### config.mk
export PLATFORM = sky130hd
export DESIGN_NAME = fetch_unit
export DESIGN_NICKNAME = d
export VERILOG_FILES = /design/src/rtl/fetch_unit.sv
export SDC_FILE = /design/constraint.sdc
export NUM_CORES = 1
export LEC_CHECK = 0
export BUFFER_PORTS_ARGS = -buffer_cell sky130_fd_sc_hd__buf_2
export CORE_ASPECT_RATIO = 0.5
export CORE_MARGIN = 2
export CORE_UTILIZATION = 35
export DETAILED_ROUTE_END_ITERATION = 8
export GPL_ROUTABILITY_DRIVEN = 0
export PLACE_DENSITY = 0.65
export SLEW_MARGIN = 5
export SYNTH_ARGS = -nofsm -noshare
export SYNTH_HDL_FRONTEND = slang
export SYNTH_SLANG_ARGS = --single-unit
### constraint.sdc
create_clock -name clk -period 3.5 [get_ports clk]
set_clock_uncertainty 0.1 [all_clocks]
set_input_delay 0.175 -clock clk [delete_from_list [all_inputs] [get_ports clk]]
set_output_delay 0.175 -clock clk [all_outputs]
set_load 0.05 [all_outputs]
### src/rtl/fetch_unit.sv
// Instruction fetch unit.
// Keeps at most one instruction-bus request outstanding and tracks the fetch PC.
// A redirect can arrive while a request is still pending. In that case the
// request is kept on the bus until it completes, and its response is thrown away.
// An instruction that returns during a stall is buffered until the stall clears.
module fetch_unit #(
  parameter logic [63:0] RESET_PC = 64'h0000_0000_8000_0000
) (
  input  logic        clk,
  input  logic        resetn,
  input  logic        stallF,
  input  logic        redirect_valid,
  input  logic [63:0] redirect_pc,
  output logic        ireq_valid,
  output logic [63:0] ireq_addr,
  input  logic        iresp_data_ok,
  input  logic [31:0] iresp_data,
  output logic        i_wait,
  output logic        instr_valid,
  output logic [31:0] instr,
  output logic [63:0] pc_out
);

  // RUN : the request for r_pc is outstanding
  // DROP: a stale request (r_dropAddr) is outstanding and its data will be ignored
  // HOLD: a fetched word is parked in r_holdInstr while decode is stalled
  typedef enum logic [1:0] {
    RUN  = 2'd0,
    DROP = 2'd1,
    HOLD = 2'd2
  } fetchState_t;

  fetchState_t r_state;
  fetchState_t w_nextState;
  logic [63:0] r_pc;
  logic [63:0] r_dropAddr;
  logic [31:0] r_holdInstr;
  logic [63:0] w_redirectAligned;
  logic [63:0] w_pcPlus4;

  // Redirect targets are always word aligned before they enter the PC.
  assign w_redirectAligned = {redirect_pc[63:2], 2'b00};
  assign w_pcPlus4         = r_pc + 64'd4;

  // Register the state. Reset returns the FSM to RUN.
  always_ff @(posedge clk or negedge resetn) begin
    if (!resetn) begin
      r_state <= RUN;
    end else begin
      r_state <= w_nextState;
    end
  end

  // Select the next state. A redirect has priority over a stall, and a stall
  // has priority over a normal advance.
  always_comb begin
    w_nextState = r_state;
    case (r_state)
      RUN: begin
        if (redirect_valid) begin
          w_nextState = iresp_data_ok ? RUN : DROP;
        end else if (iresp_data_ok && stallF) begin
          w_nextState = HOLD;
        end
      end
      DROP: begin
        if (iresp_data_ok) begin
          w_nextState = RUN;
        end
      end
      HOLD: begin
        if (redirect_valid || !stallF) begin
          w_nextState = RUN;
        end
      end
      default: w_nextState = RUN;
    endcase
  end

  // Update the PC, the address of the abandoned request, and the buffered
  // instruction, using the same priority as the next-state logic.
  always_ff @(posedge clk or negedge resetn) begin
    if (!resetn) begin
      r_pc        <= RESET_PC;
      r_dropAddr  <= 64'd0;
      r_holdInstr <= 32'd0;
    end else begin
      case (r_state)
        RUN: begin
          if (redirect_valid) begin
            r_pc <= w_redirectAligned;
            if (!iresp_data_ok) begin
              r_dropAddr <= r_pc;
            end
          end else if (iresp_data_ok) begin
            if (stallF) begin
              r_holdInstr <= iresp_data;
            end else begin
              r_pc <= w_pcPlus4;
            end
          end
        end
        DROP: begin
          if (redirect_valid) begin
            r_pc <= w_redirectAligned;
          end
        end
        HOLD: begin
          if (redirect_valid) begin
            r_pc <= w_redirectAligned;
          end else if (!stallF) begin
            r_pc <= w_pcPlus4;
          end
        end
        default: r_pc <= r_pc;
      endcase
    end
  end

  // Drive the outputs from the state. They are gated by resetn, so a reset
  // pulse quiets the bus at once and the first request goes out as soon as
  // reset is released.
  always_comb begin
    ireq_valid  = 1'b0;
    ireq_addr   = r_pc;
    i_wait      = 1'b1;
    instr_valid = 1'b0;
    instr       = iresp_data;
    pc_out      = r_pc;
    if (resetn) begin
      case (r_state)
        RUN: begin
          ireq_valid  = 1'b1;
          i_wait      = ~iresp_data_ok;
          instr_valid = iresp_data_ok & ~redirect_valid;
        end
        DROP: begin
          ireq_valid = 1'b1;
          ireq_addr  = r_dropAddr;
        end
        HOLD: begin
          i_wait      = 1'b0;
          instr_valid = ~redirect_valid;
          instr       = r_holdInstr;
        end
        default: begin
          ireq_valid = 1'b0;
        end
      endcase
    end
  end

endmodule

==> results of run 1 <==
==> placed cells by master, fill, tap and decap left out, types with 5 or more instances in the layout <==
cell             n
and4_1           9
clkbuf_16       17
buf_4           18
nor4_1          13
inv_1            8
nor2_1          53
dlygate4sd3_1   86
a311oi_1         5
o31ai_1          5
a21oi_1         36
or3_1            7
nand4_1         36
mux2i_1          7
nand3_1         47
and3_1          15
o22ai_1         15
a31oi_1         10
buf_2          256
and2_1           8
nand2_1         76
o21ai_0         16
a2bb2oi_1        9
or4_1            8
dfrtp_1        157
mux2_2         188
o211ai_1         5
nor2b_1          5
nor4_2           5
nor3_1          25
==> area by class of cell <==
type | count | area (um2)
Clock inverter | 12 | 114
Tap cell | 352 | 440
Sequential cell | 158 | 3960
Timing Repair Buffer | 362 | 2310
Fill cell | 2475 | 13900
Clock buffer | 20 | 457
Multi-Input combinational cell | 672 | 5060
Antenna cell | 3 | 7.51
Inverter | 8 | 30.0
==> critical path, cell delays in order <==
cell and delay (ns):
dlygate4sd3_1 0.54, buf_6 0.40, nor2b_1 0.33, nand2_4 0.48, mux2_2 0.49, buf_2 0.22
==> per-layer routing <==
layer | vias to the layer above | global-route usage [%] | wire length, um
li1 | 4026 | - | -
met1 | 4372 | 27.3 | 12600
met2 | 249 | 35.7 | 15000
met3 | 56 | 4.79 | 1400
met4 | 0 | 9.39 | 884
met5 | - | 0 | 0
==> state kept, by name, summed over array words and instances, names as in the netlist <==
signal	count
r_state	2
r_dropAddr	62
pc_out	62
r_holdInstr	32
==> final timing paths <==
kind,start,endpoint,slack [ns]
worst max-delay path,resetn,ireq_addr[33],0.47
worst min-delay path,redirect_pc[39],pc_out[39],0.02
worst max register to register,pc_out[2],pc_out[60],0.74
worst min register to register,r_dropAddr[46],r_dropAddr[46],0.40
max in group asynchronous,resetn,r_dropAddr[46],1.25
min in group asynchronous,resetn,r_dropAddr[6],0.15
==> cells by family after synthesis <==
group,Yosys count,share of synthesized area [%]
and+or+nand+nor,335,20.1
AOI/OAI and AO/OA,137,9.90
adders and majority gates,1,0.135
other,1,0.0404
DFF,158,42.6
muxes,195,23.5
buffers and inverters,85,3.76
==> stage by stage <==
step                      setup slack, ns  utilization (%)  power [mW]
after floorplan                     0.818                -        4.89
after global placement              0.824             41.6        5.52
after detailed placement            0.792             41.6        5.61
after CTS                           0.389             47.0        7.55
after global routing                0.266             47.1        7.89
final                               0.471             47.1        7.49
==> report_power, final <==
part           switching (mW)  internal (mW)  leakage, nW
sequential              0.512           2.30         1.83
combinational            1.89          0.953         3.20
clock                   0.820           1.02        0.269
total                    3.23           4.27         5.30
==> results.md, run 1 <==
* Design area at around 12000 um2
* Final setup vio count at 0
* Slew margin rel. at 42.5%
* Vias in the first global route at 8567
* DIE AREA at 27900 um2
* Pwr Density at about 600 nW/um2
* CTS resizes at 0
* CP Max Fanout at a little over 60
* Via count at about 8700
* Initial core utilization at 35.4%
* Hold_buf cts at 86
* Synth warn at 0
* Drt drc at 0
* Setup CP Type: primary input to output pin
* Hold Slack at between 0.02 and 0.025 ns
* Core Region at ~26000 um2
* IO buf count at ~260
* Leakage power at approximately 5.3 nW
* Tcrit/Tclk final at 86.5%
* Max frequency at 0.330 GHz
* Io pins at between 200 and 300
* Startpoint types: primary input
* Syn_area_per_cell at 10.2 um2
* Hold Crit Depth at 4
* Placed cells at 1466
* Unique masters post-synth at 67
* Chip Height at 119 um
* CP arrival at 2.75 ns
* Antenna violations before repair at 3
* Status: completed
* Die W at 234 um
* Postcts setup bufs at 0
* CTS H-tree depth at 4
* Mapped Area at 9290 um2
* Count leader, synth: mux2_2
* Synth Instances at between 900 and 1000
* Row Count at 42
* Worst Setup End Kind: output pin
* GRT Util Overall at 21.7%
* Routed Wire Length at 29800 um
* CP Data Required Time at 3.22 ns
* Finished Layout Cells at 1587
* First-pass GRT wire length at 46900 um
* MaxCap Viol Count at 0
* Synth Flop Type: dfrtp_1
* CTS buffer count at 17
* Clk_lat worst skew at ~0.45 ns
* CTS clk-pin slew, worst paths at ~0.060 ns
* RSZ-0062 raised after global routing: no
* Synth top cells by count: mux2_2 (188), dfrtp_1 (157), nand2_1 (77), nor2_1 (54), clkbuf_1 (52)
* CTS tree: yes
* DRT antenna net count at 0
* Share of synthesized flip-flops with an asynchronous set or reset at 100%
* Clk sinks at 158
* Initial DRC Count at 564
* #FFs+latches synth at roughly 160
* Nets at roughly 1300
* Vias per cell at between 5 and 6
* Setup TNS at 0 ns
* Synth area leaders: dfrtp_1 (42%), mux2_2 (23%), nand2_1 (3.1%)
* Worst Hold Class: primary input to flop
* Post-synthesis sequential area ratio at 42.6%
* DRT Pass-1 Iters at 4
* Slew at the pin closest to its max-slew limit at 0.863 ns
* Post-synth EDFFs at 0
* Area delta synth->final at 33.1%
* VDD IR max at 0.274 mV
* Layout cell share with drive strength beyond 1 at between 40% and 50%
* Final HPWL DP at 20700 um
* Top cell type's share of synthesized area at ~42%
* Yosys top cell by area: dfrtp_1
* Deepest clock path buffer count at 2
* Grt total ovfl at 0
* Final Max Slew Viols at 0
* Clock root buffer: clkbuf_16
* WL per Instance at 18.8 um
* Final Hold Fails at 0
* Period minus WS final at 3.03 ns
* Largest net degree at the start of global routing at 63
* Worst Reg-to-Reg Cells at 6
* Placed inst area at around 11000 um2
Power figures use the tool's default switching activity.
==> run 2, diff against run 1 <==
--- a/config.mk
+++ b/config.mk
@@ -11,6 +11,7 @@
 export CORE_UTILIZATION = 35
 export DETAILED_ROUTE_END_ITERATION = 8
 export GPL_ROUTABILITY_DRIVEN = 0
+export HOLD_SLACK_MARGIN = 0.1
 export PLACE_DENSITY = 0.65
 export SLEW_MARGIN = 5
 export SYNTH_ARGS = -nofsm -noshare
==> results.md, run 2 (same netlist as run 1, synthesis figures left out) <==
* IO buf count at 257
* MaxCap Viol Count at 0
* First-pass GRT wire length at 47200 um
* Footprint of the multi-input gates at 5060 um2
* FILL cells at roughly 2400
* Post-place setup slack at slightly below 0.8 ns
* VDD IR max at 0.283 mV
* Final HPWL DP at 20700 um
* Via count at 8738
* Worst Setup End Kind: output pin
* Clock root buffer: clkbuf_16
* Final Hold Fails at 0
* Initial DRC Count at roughly 540
* CP arrival at 2.76 ns
* CP Max Fanout at 62
* Placed cells at around 1500
* Row Count at 42
* Routed Wire Length at 30200 um
* Max frequency at 0.330 GHz
* Core Region at 26300 um2
* Largest net degree at the start of global routing at 63
* CTS tree: yes
* Setup TNS at 0 ns
* Leakage power at 5.35 nW
* Postcts setup bufs at 0
* RSZ-0062 raised after global routing: no
* DRT antenna net count at 0
* Finished Layout Cells at 1597
* Layout cell share with drive strength beyond 1 at a little over two fifths
* Slew at the pin closest to its max-slew limit at 0.870 ns
* Chip Height at 119 um
* Setup CP Type: primary input to output pin
* Design area at 12500 um2
* Deepest clock path buffer count at 2
* WL per Instance at 18.9 um
* Die W at 234 um
* Startpoint types: primary input
* GRT Util Overall at 21.8%
* CP Data Required Time at 3.22 ns
* Worst Reg-to-Reg Cells at 6
* DRT Pass-1 Iters at 5
* Tcrit/Tclk final at 86.7%
* Reg2Reg Launch Point: pc_out[2]
* DIE AREA at 27900 um2
* Clk sinks at 158
* Clk_lat worst skew at between 0.4 and 0.5 ns
* Grt total ovfl at 0
* Most frequent cells in the layout: buf_2 (256), mux2_2 (188), dfrtp_1 (157)
* Reg2reg end: pc_out[60]
* Flop2flop setup slack at ~0.74 ns
* Final setup vio count at 0
* CTS H-tree depth at 4
* FF+latch area at 3960 um2
* Worst Hold Class: primary input to asynchronous set/reset pin
* Placed inst area at 10900 um2
* Io pins at 264
* Vias per cell at 5.47
* Most common cell after layout, fill and taps aside: buf_2
* Initial core utilization at 35.4%
* Drt drc at 0
* Area delta synth->final at 34.4%
* Vias in the first global route at about 8700
* Final worst-path setup slack at 0.466 ns
* CTS clk-pin slew, worst paths at approximately 0.070 ns
* Final Max Slew Viols at 0
* Nets at approximately 1300
* CTS buffer count at 17
* Slew margin rel. at ~42%
* Pwr Density at between 600 and 700 nW/um2
* Antenna violations before repair at 1
* Period minus WS final at 3.03 ns
* Status: completed
run 2: cell types whose count changed in the layout (fill, tap and decap cells not counted), sizes merged:
cell,change
dlygate4sd3,+12
diode,-2
run 2: metal layers:
metal / share of wire (%) / wire length, um / global-route usage [%]
met1: 42 / 12800 / 27.3
met2: 50 / 15000 / 36.3
met3: 4.9 / 1480 / 4.77
met4: 3.0 / 908 / 8.92
met5: 0 / 0 / 0
run 2: worst max-delay path: stages:
cell	delay [ns]
dlygate4sd3_1	0.54
buf_6	0.40
nor2b_1	0.33
nand2_4	0.48
mux2_2	0.50
buf_2	0.22
run 2: worst max path at each step:
stage,end,from,cells past startpoint
6_report,ireq_addr[33],resetn,6
2_1_floorplan,pc_out[22],pc_out[2],7
3_5_place_dp,pc_out[40],pc_out[2],6
4_1_cts,ireq_addr[12],resetn,6
5_1_grt,ireq_addr[12],resetn,6
3_3_place_gp,pc_out[60],pc_out[2],6
run 2: final cells by class:
| class | count | area share [%] |
|---|---|---|
| diodes | 1 | 0.0200 |
| clock buffers | 20 | 3.66 |
| clock inverters | 12 | 0.912 |
| inverters | 8 | 0.241 |
| multi-input cells | 672 | 40.5 |
| flip-flops and latches | 158 | 31.7 |
| well taps | 352 | 3.53 |
| repair buffers | 374 | 19.5 |
run 2: what timing repair did:
item | in CTS | in global routing
resized for setup | 0 | 0
hold buffers | 98 | 0
endpoints found under the hold margin | 145 | 0
run 2: where the power goes:
| part | switching (mW) | total, mW | internal, mW | leakage [nW] |
|---|---|---|---|---|
| registers | 0.515 | 2.81 | 2.30 | 1.83 |
| logic | 1.90 | 2.86 | 0.962 | 3.25 |
| clock network | 0.824 | 1.84 | 1.02 | 0.269 |
run 2: stage by stage:
| step | util (%) | power [mW] | hold slack [ns] |
|---|---|---|---|
| 3_5_place_dp | 41.6 | 5.61 | 0.0723 |
| 6_report | 47.5 | 7.52 | 0.146 |
| 5_1_grt | 47.5 | 7.90 | 0.183 |
| 4_1_cts | 47.5 | 7.56 | 0.154 |
| 2_1_floorplan | - | 4.89 | -0.221 |
| 3_3_place_gp | 41.6 | 5.52 | 0.0602 |
